`src/rtl/axi_buf_pkg.sv`:
```
// rtl/axi_buf_pkg.sv - shared AXI buffer types: B response encodings and B entry layout
// Reused by the AW/W/B/R slave-side buffers.
package axi_buf_pkg;

  typedef enum logic [1:0] {
    RESP_OKAY   = 2'b00,
    RESP_EXOKAY = 2'b01,
    RESP_SLVERR = 2'b10,
    RESP_DECERR = 2'b11
  } resp_e;

  localparam int B_ID_WIDTH   = 16;
  localparam int B_USER_WIDTH = 10;

  typedef struct packed {
    logic [1:0]              resp;
    logic [B_ID_WIDTH-1:0]   id;
    logic [B_USER_WIDTH-1:0] user;
  } b_entry_t;

  // SLVERR and DECERR both carry resp[1]=1.
  function automatic logic is_err_resp(input logic [1:0] resp);
    return resp[1];
  endfunction

endpackage

```
`src/rtl/slave_buf_fifo.sv`:
```
// rtl/slave_buf_fifo.sv - generic first-word fall-through FIFO with wrap-bit pointers
// Input ready is registered so it never follows out_ready_i combinationally.
module slave_buf_fifo #(
  parameter int WIDTH = 8,
  parameter int DEPTH = 4
) (
  input  logic                     clk_i,
  input  logic                     rst_i,
  input  logic                     in_valid_i,
  input  logic [WIDTH-1:0]         in_data_i,
  output logic                     in_ready_o,
  output logic                     out_valid_o,
  output logic [WIDTH-1:0]         out_data_o,
  input  logic                     out_ready_i,
  output logic [$clog2(DEPTH):0]   count_o
);

  localparam int IDX_W = $clog2(DEPTH);
  localparam int PTR_W = IDX_W + 1;

  logic [WIDTH-1:0] mem_q [DEPTH];
  logic [PTR_W-1:0] wr_ptr_q, wr_ptr_d;
  logic [PTR_W-1:0] rd_ptr_q, rd_ptr_d;
  logic             ready_q;
  logic             empty, push, pop, full_d;

  assign empty = (wr_ptr_q == rd_ptr_q);
  assign push  = in_valid_i & ready_q;
  assign pop   = ~empty & out_ready_i;

  always_comb begin
    wr_ptr_d = wr_ptr_q + PTR_W'(push);
    rd_ptr_d = rd_ptr_q + PTR_W'(pop);
    full_d   = (wr_ptr_d[IDX_W-1:0] == rd_ptr_d[IDX_W-1:0]) &&
               (wr_ptr_d[IDX_W] != rd_ptr_d[IDX_W]);
  end

  always_ff @(posedge clk_i) begin
    if (rst_i) begin
      wr_ptr_q <= '0;
      rd_ptr_q <= '0;
      ready_q  <= 1'b0;
    end else begin
      wr_ptr_q <= wr_ptr_d;
      rd_ptr_q <= rd_ptr_d;
      ready_q  <= ~full_d;
    end
  end

  always_ff @(posedge clk_i) begin
    if (push) begin
      mem_q[wr_ptr_q[IDX_W-1:0]] <= in_data_i;
    end
  end

  // Storage is not reset; the head is masked to zero while empty instead.
  assign out_data_o  = empty ? '0 : mem_q[rd_ptr_q[IDX_W-1:0]];
  assign out_valid_o = ~empty;
  assign in_ready_o  = ready_q;
  assign count_o     = wr_ptr_q - rd_ptr_q;

endmodule

```
`src/rtl/slave_b_buffer_i.sv`:
```
// rtl/slave_b_buffer_i.sv - AXI4 B-channel return buffer with saturating error counter
// Queues downstream write responses in order and replays them upstream.
module slave_b_buffer_i
  import axi_buf_pkg::*;
#(
  parameter int ID_WIDTH   = 16,
  parameter int USER_WIDTH = 10,
  parameter int BUFF_DEPTH = 4,
  parameter int ERR_CNT_W  = 8
) (
  input  logic                        clk_i,
  input  logic                        rst_i,
  input  logic                        master_valid_i,
  input  logic [1:0]                  master_resp_i,
  input  logic [ID_WIDTH-1:0]         master_id_i,
  input  logic [USER_WIDTH-1:0]       master_user_i,
  output logic                        master_ready_o,
  output logic                        slave_valid_o,
  output logic [1:0]                  slave_resp_o,
  output logic [ID_WIDTH-1:0]         slave_id_o,
  output logic [USER_WIDTH-1:0]       slave_user_o,
  input  logic                        slave_ready_i,
  output logic [$clog2(BUFF_DEPTH):0] count_o,
  output logic [ERR_CNT_W-1:0]        err_count_o,
  input  logic                        err_clr_i
);

  localparam int ENTRY_W = 2 + ID_WIDTH + USER_WIDTH;

  logic [ENTRY_W-1:0]   in_entry, out_entry;
  logic [ERR_CNT_W-1:0] err_cnt_q, err_cnt_d;
  logic                 push_fire;

  assign in_entry  = {master_resp_i, master_id_i, master_user_i};
  assign push_fire = master_valid_i & master_ready_o;

  slave_buf_fifo #(
    .WIDTH (ENTRY_W),
    .DEPTH (BUFF_DEPTH)
  ) u_fifo (
    .clk_i       (clk_i),
    .rst_i       (rst_i),
    .in_valid_i  (master_valid_i),
    .in_data_i   (in_entry),
    .in_ready_o  (master_ready_o),
    .out_valid_o (slave_valid_o),
    .out_data_o  (out_entry),
    .out_ready_i (slave_ready_i),
    .count_o     (count_o)
  );

  assign {slave_resp_o, slave_id_o, slave_user_o} = out_entry;

  // Clear wins over a same-cycle error push.
  always_comb begin
    err_cnt_d = err_cnt_q;
    if (err_clr_i) begin
      err_cnt_d = '0;
    end else if (push_fire && is_err_resp(master_resp_i) && (err_cnt_q != '1)) begin
      err_cnt_d = err_cnt_q + 1'b1;
    end
  end

  always_ff @(posedge clk_i) begin
    if (rst_i) begin
      err_cnt_q <= '0;
    end else begin
      err_cnt_q <= err_cnt_d;
    end
  end

  assign err_count_o = err_cnt_q;

endmodule

```
`config.mk`:
```
export PLATFORM = sky130hd
export DESIGN_NAME = slave_b_buffer_i
export DESIGN_NICKNAME = d
export VERILOG_FILES = /design/src/rtl/axi_buf_pkg.sv /design/src/rtl/slave_buf_fifo.sv /design/src/rtl/slave_b_buffer_i.sv
export SDC_FILE = /design/constraint.sdc
export NUM_CORES = 1
export LEC_CHECK = 0
export CAP_MARGIN = 10
export CORE_ASPECT_RATIO = 0.9
export CORE_MARGIN = 8
export CORE_UTILIZATION = 54
export DETAILED_ROUTE_END_ITERATION = 6
export PLACE_DENSITY = 0.76
export SYNTH_ARGS = -nofsm -noshare
export SYNTH_HDL_FRONTEND = slang
export SYNTH_SLANG_ARGS = --single-unit
```
`constraint.sdc`:
```
create_clock -name clk_i -period 3.6 [get_ports clk_i]
set_input_delay 0.72 -clock clk_i [delete_from_list [all_inputs] [get_ports clk_i]]
set_output_delay 0.72 -clock clk_i [all_outputs]
set_load 0.1 [all_outputs]
```
## Yosys cells after proc, flatten, opt, wreduce, memory -nomap -nowiden

Memories as Yosys holds them, arrays and structs flattened. A register that Yosys moved wholly into a read port is not among the register bits.
Cells that the tools add are included.

| operators by class | value |
|---|---|
| $add $sub $neg | 4 |
| multipliers | 0 |
| divide/modulo/power cells | 0 |
| order comparisons | 0 |
| equality and inequality tests | 4 |
| shift operators | 0 |
| mux-type cells | 4 |
| bitwise operators | 4 |
| reductions and logical operators | 4 |

Operators by type and width:

| kind | number |
|---|---|
| 2-to-1 mux 28 bit | 1 |
| adder 8 x 1 -> 8 bit, second input constant | 1 |
| inequality test 8 bit, second input constant | 1 |
| adder 3 x 1 -> 3 bit | 2 |
| == test 3 bit | 1 |
| logical AND 1 bit | 3 |
| subtractor 3 bit | 1 |
| bitwise AND 1 bit | 2 |
| == test 2 bit | 1 |
| 2-to-1 mux 1 bit | 2 |
| 2-to-1 mux 2 bit | 1 |
| inverter 1 bit | 2 |
| OR reduction 2 bit | 1 |
| inequality test 1 bit | 1 |

| storage, ports and cells | value |
|---|---|
| flip-flop bits (word level) | 15 |
| latch bits | 0 |
| RAM bits | 112 |
| bits in read-only memories | 0 |
| input bits | 33 |
| output and inout bits | 41 |
| logic and storage cells | 25 |
| memories kept | 1 |

Memory list:

| name | depth | bits a word | rd ports | clocked after memory_dff | wr ports | RTL line | text |
|---|---|---|---|---|---|---|---|
| u_fifo.mem_q | 4 | 28 | 1 | 1 | 1 | slave_buf_fifo.sv:21 | `logic [WIDTH-1:0] mem_q [DEPTH];` |

## Depth between registers and ports, before layout

Gate-level depths: netlist (run 1).

| depth | value |
|---|---|
| depth after elaboration | 7 |
| mapped depth | 12 |
| gate-level depth less buffers | 9 |

## By module

From an unflattened synthesis (run 1), not the netlist that was laid out.

| second synthesis, totals | value |
|---|---|
| cells, all modules | 268 |
| area, all modules | 5108.6 um^2 |

By module, submodules not included:

| module | instances | cells each | area each (um^2) | sequential area each (um^2) |
|---|---|---|---|---|
| slave_buf_fifo | 1 | 221 | 4688.2 | 3503.4 |
| slave_b_buffer_i | 1 | 47 | 420.4 | 160.2 |

## Least setup slack after synthesis (run 1)

No wires, ideal clock.

| timing | value |
|---|---|
| kind | reg2reg |
| from | register u_fifo.ready_q (netlist: u_fifo.in_ready_o) |
| to | memory u_fifo.mem_q[2][0] (netlist bit) (enable) |
| setup time | 448 ps |
| arrival | 3196 ps |
| data required time | 3152 ps |
| setup slack | -44 ps |
| stages on the path, launching flop included | 3 |
| buffers on the path | 0 |
| period minus slack after synthesis | 3644 ps |
| path through | dfxtp_1 > nand2_1 > nor3_1 |

| between the ends | value |
|---|---|
| cells in the longest elaborated chain, start to end | 3 |

RTL lines:

| what | RTL line | text |
|---|---|---|
| from (decl) | slave_buf_fifo.sv:24 | `logic ready_q;` |
| from (signal assigned) | slave_buf_fifo.sv:46 | `ready_q <= ~full_d;` |
| bitwise AND 1 bit | slave_buf_fifo.sv:28 | `assign push = in_valid_i & ready_q;` |
| 2-to-1 mux 1 bit | slave_buf_fifo.sv:51 | `if (push) begin` |
| 2-to-1 mux 1 bit (implied by the code) | slave_buf_fifo.sv:52 | `mem_q[wr_ptr_q[IDX_W-1:0]] <= in_data_i;` |
| to (decl) | slave_buf_fifo.sv:21 |  |

No other way between the ends.

## Worst setup path in the final report (run 1)

| timing | value |
|---|---|
| from | register u_fifo.wr_ptr_q[0] |
| to | output port slave_id_o[7] |

| between the ends | value |
|---|---|
| cells in the longest elaborated chain, start to end | 2 |

RTL lines:

| what | RTL line | text |
|---|---|---|
| from (decl) | slave_buf_fifo.sv:22 | `logic [PTR_W-1:0] wr_ptr_q, wr_ptr_d;` |
| from (signal assigned) | slave_buf_fifo.sv:44 | `wr_ptr_q <= wr_ptr_d;` |
| == test 3 bit | slave_buf_fifo.sv:27 | `assign empty = (wr_ptr_q == rd_ptr_q);` |
| 2-to-1 mux 28 bit | slave_buf_fifo.sv:57 | `assign out_data_o = empty ? '0 : mem_q[rd_ptr_q[IDX_W-1:0]];` |
| to (decl) | slave_b_buffer_i.sv:20 | `output logic [ID_WIDTH-1:0] slave_id_o,` |

No other way between the ends.

==> results of run 1 <==
-- routing by layer --
metal  wire [um]  global-route usage  vias up
met3         612              0.0708       13
li1            -                   -     1226
met1        4390               0.200     1352
met4         125              0.0614        0
met2        5100               0.275       73
met5           0                   0        -
-- through the flow --
stage	instance area, um^2	worst slack [ns]	total power (uW)
floorplan	5280	-0.0440	2670
global placement	6450	0.941	3100
detailed placement	6450	0.875	3120
CTS	7000	0.359	4680
global route	7000	0.252	4790
finish	7000	0.384	4640
-- power by group --
group | switching [uW] | internal [uW]
Clock | 583 | 974
Combinational | 912 | 520
Sequential | 12.5 | 1640
Total | 1510 | 3130
-- placed cells by master (no fill, tap or decap), types with 8 or more instances in the layout --
| cell type | count |
|---|---|
| buf_4 | 10 |
| nor2b_4 | 20 |
| clkdlybuf4s50_1 | 41 |
| inv_1 | 8 |
| mux4_2 | 20 |
| mux4_1 | 8 |
| nor2b_1 | 13 |
| clkbuf_16 | 16 |
| buf_12 | 30 |
| dfxtp_1 | 13 |
| edfxtp_1 | 112 |
-- registers in the layout (all words and copies together), names as in the netlist --
signal / count
u_fifo.rd_ptr_q: 3
u_fifo.mem_q: 112
u_fifo.wr_ptr_q: 3
err_count_o: 8
u_fifo.in_ready_o: 1
-- worst paths after layout --
path	endpoint	slack, ns	depth (start not counted)
max reg2reg	u_fifo.in_ready_o	1.11	9
max	slave_id_o[7]	0.38	6
min	err_count_o[1]	0.55	2
min reg2reg	err_count_o[1]	0.55	2
-- critical path, cell delays in order, from the launching register on --
cell and delay, ns:
dfxtp_1 0.43, inv_1 0.07, ha_1 0.29, and3_2 0.57, buf_4 0.38, nor2b_4 0.08
buf_12 0.17
-- layout make-up --
type | instances | area [um^2] | area share
Clock inverter | 12 | 119 | 0.0170
Inverter | 8 | 30.0 | 0.00429
Timing Repair Buffer | 81 | 1090 | 0.155
Multi-Input combinational cell | 121 | 1520 | 0.216
Clock buffer | 20 | 425 | 0.0608
Sequential cell | 127 | 3670 | 0.524
Tap cell | 126 | 158 | 0.0225
-- cell families (layout without fill, tap and decap cells) --
| logic type | count (synthesis) | in the layout |
|---|---|---|
| fa+ha+maj | 8 | 8 |
| mux | 30 | 30 |
| compound gates | 12 | 12 |
| buf+inv | 18 | 121 |
| simple gates | 61 | 61 |
| flops | 127 | 127 |
| xor+xnor | 10 | 10 |
==> results by group, run 1 <==
Clock tree
  – CTS buffer count: 17
  – Sink Count: 127
  – Cts hold-fix bufs: 0
  – Skew-Pair Late Insertion Delay: 0.51 ns
  – Postcts setup bufs: 0
  – Clock transition at path regs: 0.06 ns
  – Max Root-Sink Buffers: 2
  – Post-CTS sizing: 0
  – H-tree depth: 4
  – Root Driver: clkbuf_8
  – CTS tree: done

Route
  – DR pass1 iterations: 4
  – Vias: 2664
  – Wirelength per Cell: 20.7 um
  – Detailed Route Iter0 Violations: 133
  – Antenna-violating nets left: 0
  – Drt total wl: 10200 um
  – Vias/cell: 5.38
  – Post-route DRC violation count: 0

Yosys
  – Syn. warnings: 0
  – Largest family of logic cells by synthesized area: multiplexers
  – Syn Std Cell Area: 0.00528 mm^2
  – Post-synth EDFFs: 112
  – Mux share of post-synthesis cell area: 0.129
  – Synth top area share: 0.637
  – Xor/xnor share of the synthesized area: 0.0180
  – Library cells used by synthesis: 37
  – Most instantiated cells after synthesis: edfxtp_1, mux4_2, nor2b_4
  – Compound-Gate Fraction of Synth Area: 0.0180
  – Syn_nets: 307
  – Synth Register Bits: 127
  – Post-synthesis sequential area ratio: 0.694
  – Synth area leaders: edfxtp_1, mux4_2, dfxtp_1
  – Syn_area_per_cell: 19.8 um^2
  – Adder-cell area share of the yosys netlist: 0.0204
  – Primary FF master, synth: edfxtp_1
  – Most frequent cell after synthesis: edfxtp_1
  – Synth area leader: edfxtp_1
  – Simple-gate share of the synthesized area: 0.0967
  – Cells after Synth: 266
  – Asr flop ratio synth: 0

STA
  – Peak Freq: 0.311 GHz
  – Tcrit/Tclk final: 0.893
  – Final Max Tran Viols: 0
  – RSZ-0062 raised after global routing: no
  – Worst hold slack: 0.552 ns
  – Slew @ Worst Pin: 0.992 ns
  – Min cycle time layout: 3.22 ns
  – Final hold violation count: 0
  – Worst Skew: 0.00468 ns
  – Setup TNS: 0 ns
  – Normalized max-slew margin: 0.337
  – Final setup vio count: 0

Layout
  – Final net count: 397
  – Number of inserted diodes: 0
  – Non-filler instance count after layout: 495
  – Fill cells: 569
  – Area Growth Syn to Fin: 32.6%
  – Fraction of layout cells with a size suffix above 1: 0.331
  – Final core occ: 0.731

Global route
  – Global-route wire length before repair: 16400 um
  – Vias in the first global route: 3001
  – Gr usage total: 0.169
  – Total gr overflow: 0
  – Pin count of the biggest net entering global routing: 31
  – Initial antenna violation count: 0

Die
  – Row cnt: 34
  – Initial Utilization: 0.552
  – Die Y: 110 um
  – Die area: 0.0132 mm^2
  – I/O pin count: 74
  – Core box area: 0.00957 mm^2
  – Die width: 120 um

Pwr
  – Pleak: 0.00240 uW
  – VDD IR-drop max: 0.570 mV
  – PD cells: 663 mW/mm^2

Status
  – Status: completed

Worst hold path
  – Worst hold path class: reg2reg
  – Worst Hold Launch: err_count_o[1]

Placement
  – Final Wtd Congestion: 0.769
  – HPWL after DPL: 6220 um
  – Dpl cells: 463
  – IO buf count: 73

Worst setup path
  – Worst Setup End Kind: output port
  – Critical R2R Launch: u_fifo.wr_ptr_q[0]
  – Critical path class: reg2out
  – Max Fanout on Critical Path: 17
  – WP data required: 2.88 ns
  – Startpoint Class: register
  – CP Data Arrival Time: 2.50 ns
  – Critical Path Start: u_fifo.wr_ptr_q[0]

Run
  – Max_cap viols: 0
No activity file was read; power rests on OpenSTA's default activity.
==> run 2, diff against run 1 <==
--- a/config.mk
+++ b/config.mk
@@ -10,7 +10,8 @@
 export CORE_MARGIN = 8
 export CORE_UTILIZATION = 54
 export DETAILED_ROUTE_END_ITERATION = 6
-export PLACE_DENSITY = 0.76
+export HOLD_SLACK_MARGIN = 0.12
+export PLACE_DENSITY_LB_ADDON = 0.1
 export SYNTH_ARGS = -nofsm -noshare
 export SYNTH_HDL_FRONTEND = slang
 export SYNTH_SLANG_ARGS = --single-unit
==> run 2 against run 1 <==
  * Clock-buffer cell count decreased by 3
  * Largest power group unchanged
  * Critical endpoint is now slave_valid_o
  * Final area rose by 0.25%
  * Total power up 0.87%
  * Fmax is 2.3% higher
  * Sequential share of layout area down 0.13 points
  * Non-clock buffer count unchanged
  * Setup slack better by 0.074 ns
  * Critical path depth is the same
  * Die area did not move
  * Utilization rose by 0.18 points
  * Flip-flop and latch count did not move
==> results by group, run 2 (synthesized netlist as in run 1, its figures left out) <==
Pwr
  – Combinational group share of total power: 0.307
  – Switch share: 0.329
  – Seq pwr share: 0.352
  – Pint: 3140 uW
  – Clk pwr share: 0.340
  – NetSw: 1540 uW
  – Pleak: 0.00242 uW
  – VDD IR-drop max: 0.607 mV
  – PD cells: 667 mW/mm^2

STA
  – Worst Skew: 0.00649 ns
  – Worst setup margin: 0.458 ns
  – RSZ-0062 raised after global routing: no
  – Min cycle time layout: 3.14 ns
  – Peak Freq: 0.318 GHz
  – Tcrit/Tclk final: 0.873
  – Normalized max-slew margin: 0.346
  – Final setup vio count: 0
  – Final hold violation count: 0
  – Final Max Tran Viols: 0
  – Slew @ Worst Pin: 0.979 ns

Worst setup path
  – Max Fanout on Critical Path: 16
  – R2R Setup Slk: 0.88 ns
  – FF-to-FF path depth: 10
  – RR Endpoint: u_fifo.in_ready_o
  – Startpoint Class: register
  – Critical path class: reg2out
  – CP Data Arrival Time: 2.42 ns
  – WP data required: 2.88 ns
  – Worst Setup End Kind: output port
  – Critical R2R Launch: u_fifo.wr_ptr_q[0]

Clock tree
  – Sink Count: 127
  – Max Root-Sink Buffers: 2
  – Cts hold-fix bufs: 0
  – CTS tree: done
  – Postcts setup bufs: 0
  – Post-CTS sizing: 0
  – Root Driver: clkbuf_8
  – Clock transition at path regs: 0.06 ns
  – H-tree depth: 4
  – CTS buffer count: 17
  – Skew-Pair Late Insertion Delay: 0.51 ns

Placement
  – HPWL after DPL: 6160 um
  – Final Wtd Congestion: 0.772
  – Dpl cell area: 0.00645 mm^2
  – Setup WS pre-CTS: 0.859 ns
  – IO buf count: 73
  – Dpl cells: 463

Die
  – Row cnt: 34
  – Die Y: 110 um
  – Die width: 120 um
  – Core box area: 0.00957 mm^2
  – I/O pin count: 74
  – Die area: 0.0132 mm^2
  – Initial Utilization: 0.552

Layout
  – Commonest cells after routing, fill and taps aside: edfxtp_1, clkdlybuf4s50_1, buf_12
  – Commonest non-fill, non-tap cell in the layout: edfxtp_1
  – Number of inserted diodes: 0
  – Non-filler instance count after layout: 495
  – Area Growth Syn to Fin: 32.9%
  – Final net count: 397
  – Fraction of layout cells with a size suffix above 1: 0.344
  – Post-route cell area: 0.00702 mm^2
  – Max reg flops: 112

Global route
  – Pin count of the biggest net entering global routing: 31
  – Vias in the first global route: 2938
  – Gr usage total: 0.163
  – Initial antenna violation count: 0
  – Global-route wire length before repair: 15900 um
  – Total gr overflow: 0

Route
  – Antenna-violating nets left: 0
  – Drt total wl: 10000 um
  – Post-route DRC violation count: 0
  – Detailed Route Iter0 Violations: 143
  – Vias/cell: 5.39
  – Vias: 2667
  – DR pass1 iterations: 5
  – Wirelength per Cell: 20.2 um

Run
  – Max_cap viols: 0

Worst hold path
  – Hold Crit Endpoint: err_count_o[5]
  – Worst Hold Path Cells: 2
  – Worst hold path class: reg2reg
  – Worst Hold Launch: err_count_o[5]

Status
  – Status: completed
-- run 2: cell types whose count changed in the layout (fill, tap and decap cells not counted), sizes merged --
cell | before | now
inv | 9 | 8
clkinv | 6 | 10
clkbuf | 20 | 17
-- run 2: stage by stage --
stage               setup TNS (ns)  power [uW]  hold WS (ns)  utilization
detailed placement               0        3130         0.553        0.674
finish                           0        4680         0.564        0.733
global route                     0        4820         0.583        0.733
CTS                              0        4720         0.562        0.733
floorplan                    -2.46        2670         0.537            -
global placement                 0        3110         0.533        0.674
-- run 2: final cells by class --
cell class / count / area [um^2]
Clock buffer: 17 / 414
Tap cell: 126 / 158
Clock inverter: 15 / 148
Fill cell: 590 / 2550
Sequential cell: 127 / 3670
Timing Repair Buffer: 81 / 1090
Multi-Input combinational cell: 121 / 1520
Inverter: 8 / 30.0
-- run 2: power by group through the flow --
stage | sequential, uW | clock [uW] | combinational, uW
2_1_floorplan | 1680 | 0 | 988
3_3_place_gp | 1680 | 0 | 1440
3_5_place_dp | 1680 | 0 | 1450
4_1_cts | 1650 | 1620 | 1450
5_1_grt | 1650 | 1680 | 1490
6_report | 1650 | 1590 | 1440
-- run 2: how the worst max path moves through the flow --
stage                        from                 end  slack, ns
2_1_floorplan   u_fifo.in_ready_o  u_fifo.mem_q[2][0]      -0.04
3_3_place_gp       master_valid_i  u_fifo.mem_q[1][2]       0.94
3_5_place_dp       master_valid_i  u_fifo.mem_q[3][6]       0.86
4_1_cts        u_fifo.wr_ptr_q[0]       slave_valid_o       0.41
5_1_grt        u_fifo.wr_ptr_q[0]       slave_valid_o       0.35
6_report       u_fifo.wr_ptr_q[0]       slave_valid_o       0.46
-- run 2: critical path, stage by stage, from the launching register on --
cell	delay [ns]
dfxtp_1	0.42
inv_1	0.06
ha_1	0.28
and3_2	0.54
buf_12	0.30
inv_1	0.11
buf_12	0.18
-- run 2: routing by layer --
layer	vias up	GRT usage	share of wire
met1	1352	0.194	0.42
met2	81	0.273	0.51
met4	0	0.0552	0.0082
met5	-	0	0
met3	8	0.0601	0.060
li1	1226	-	-
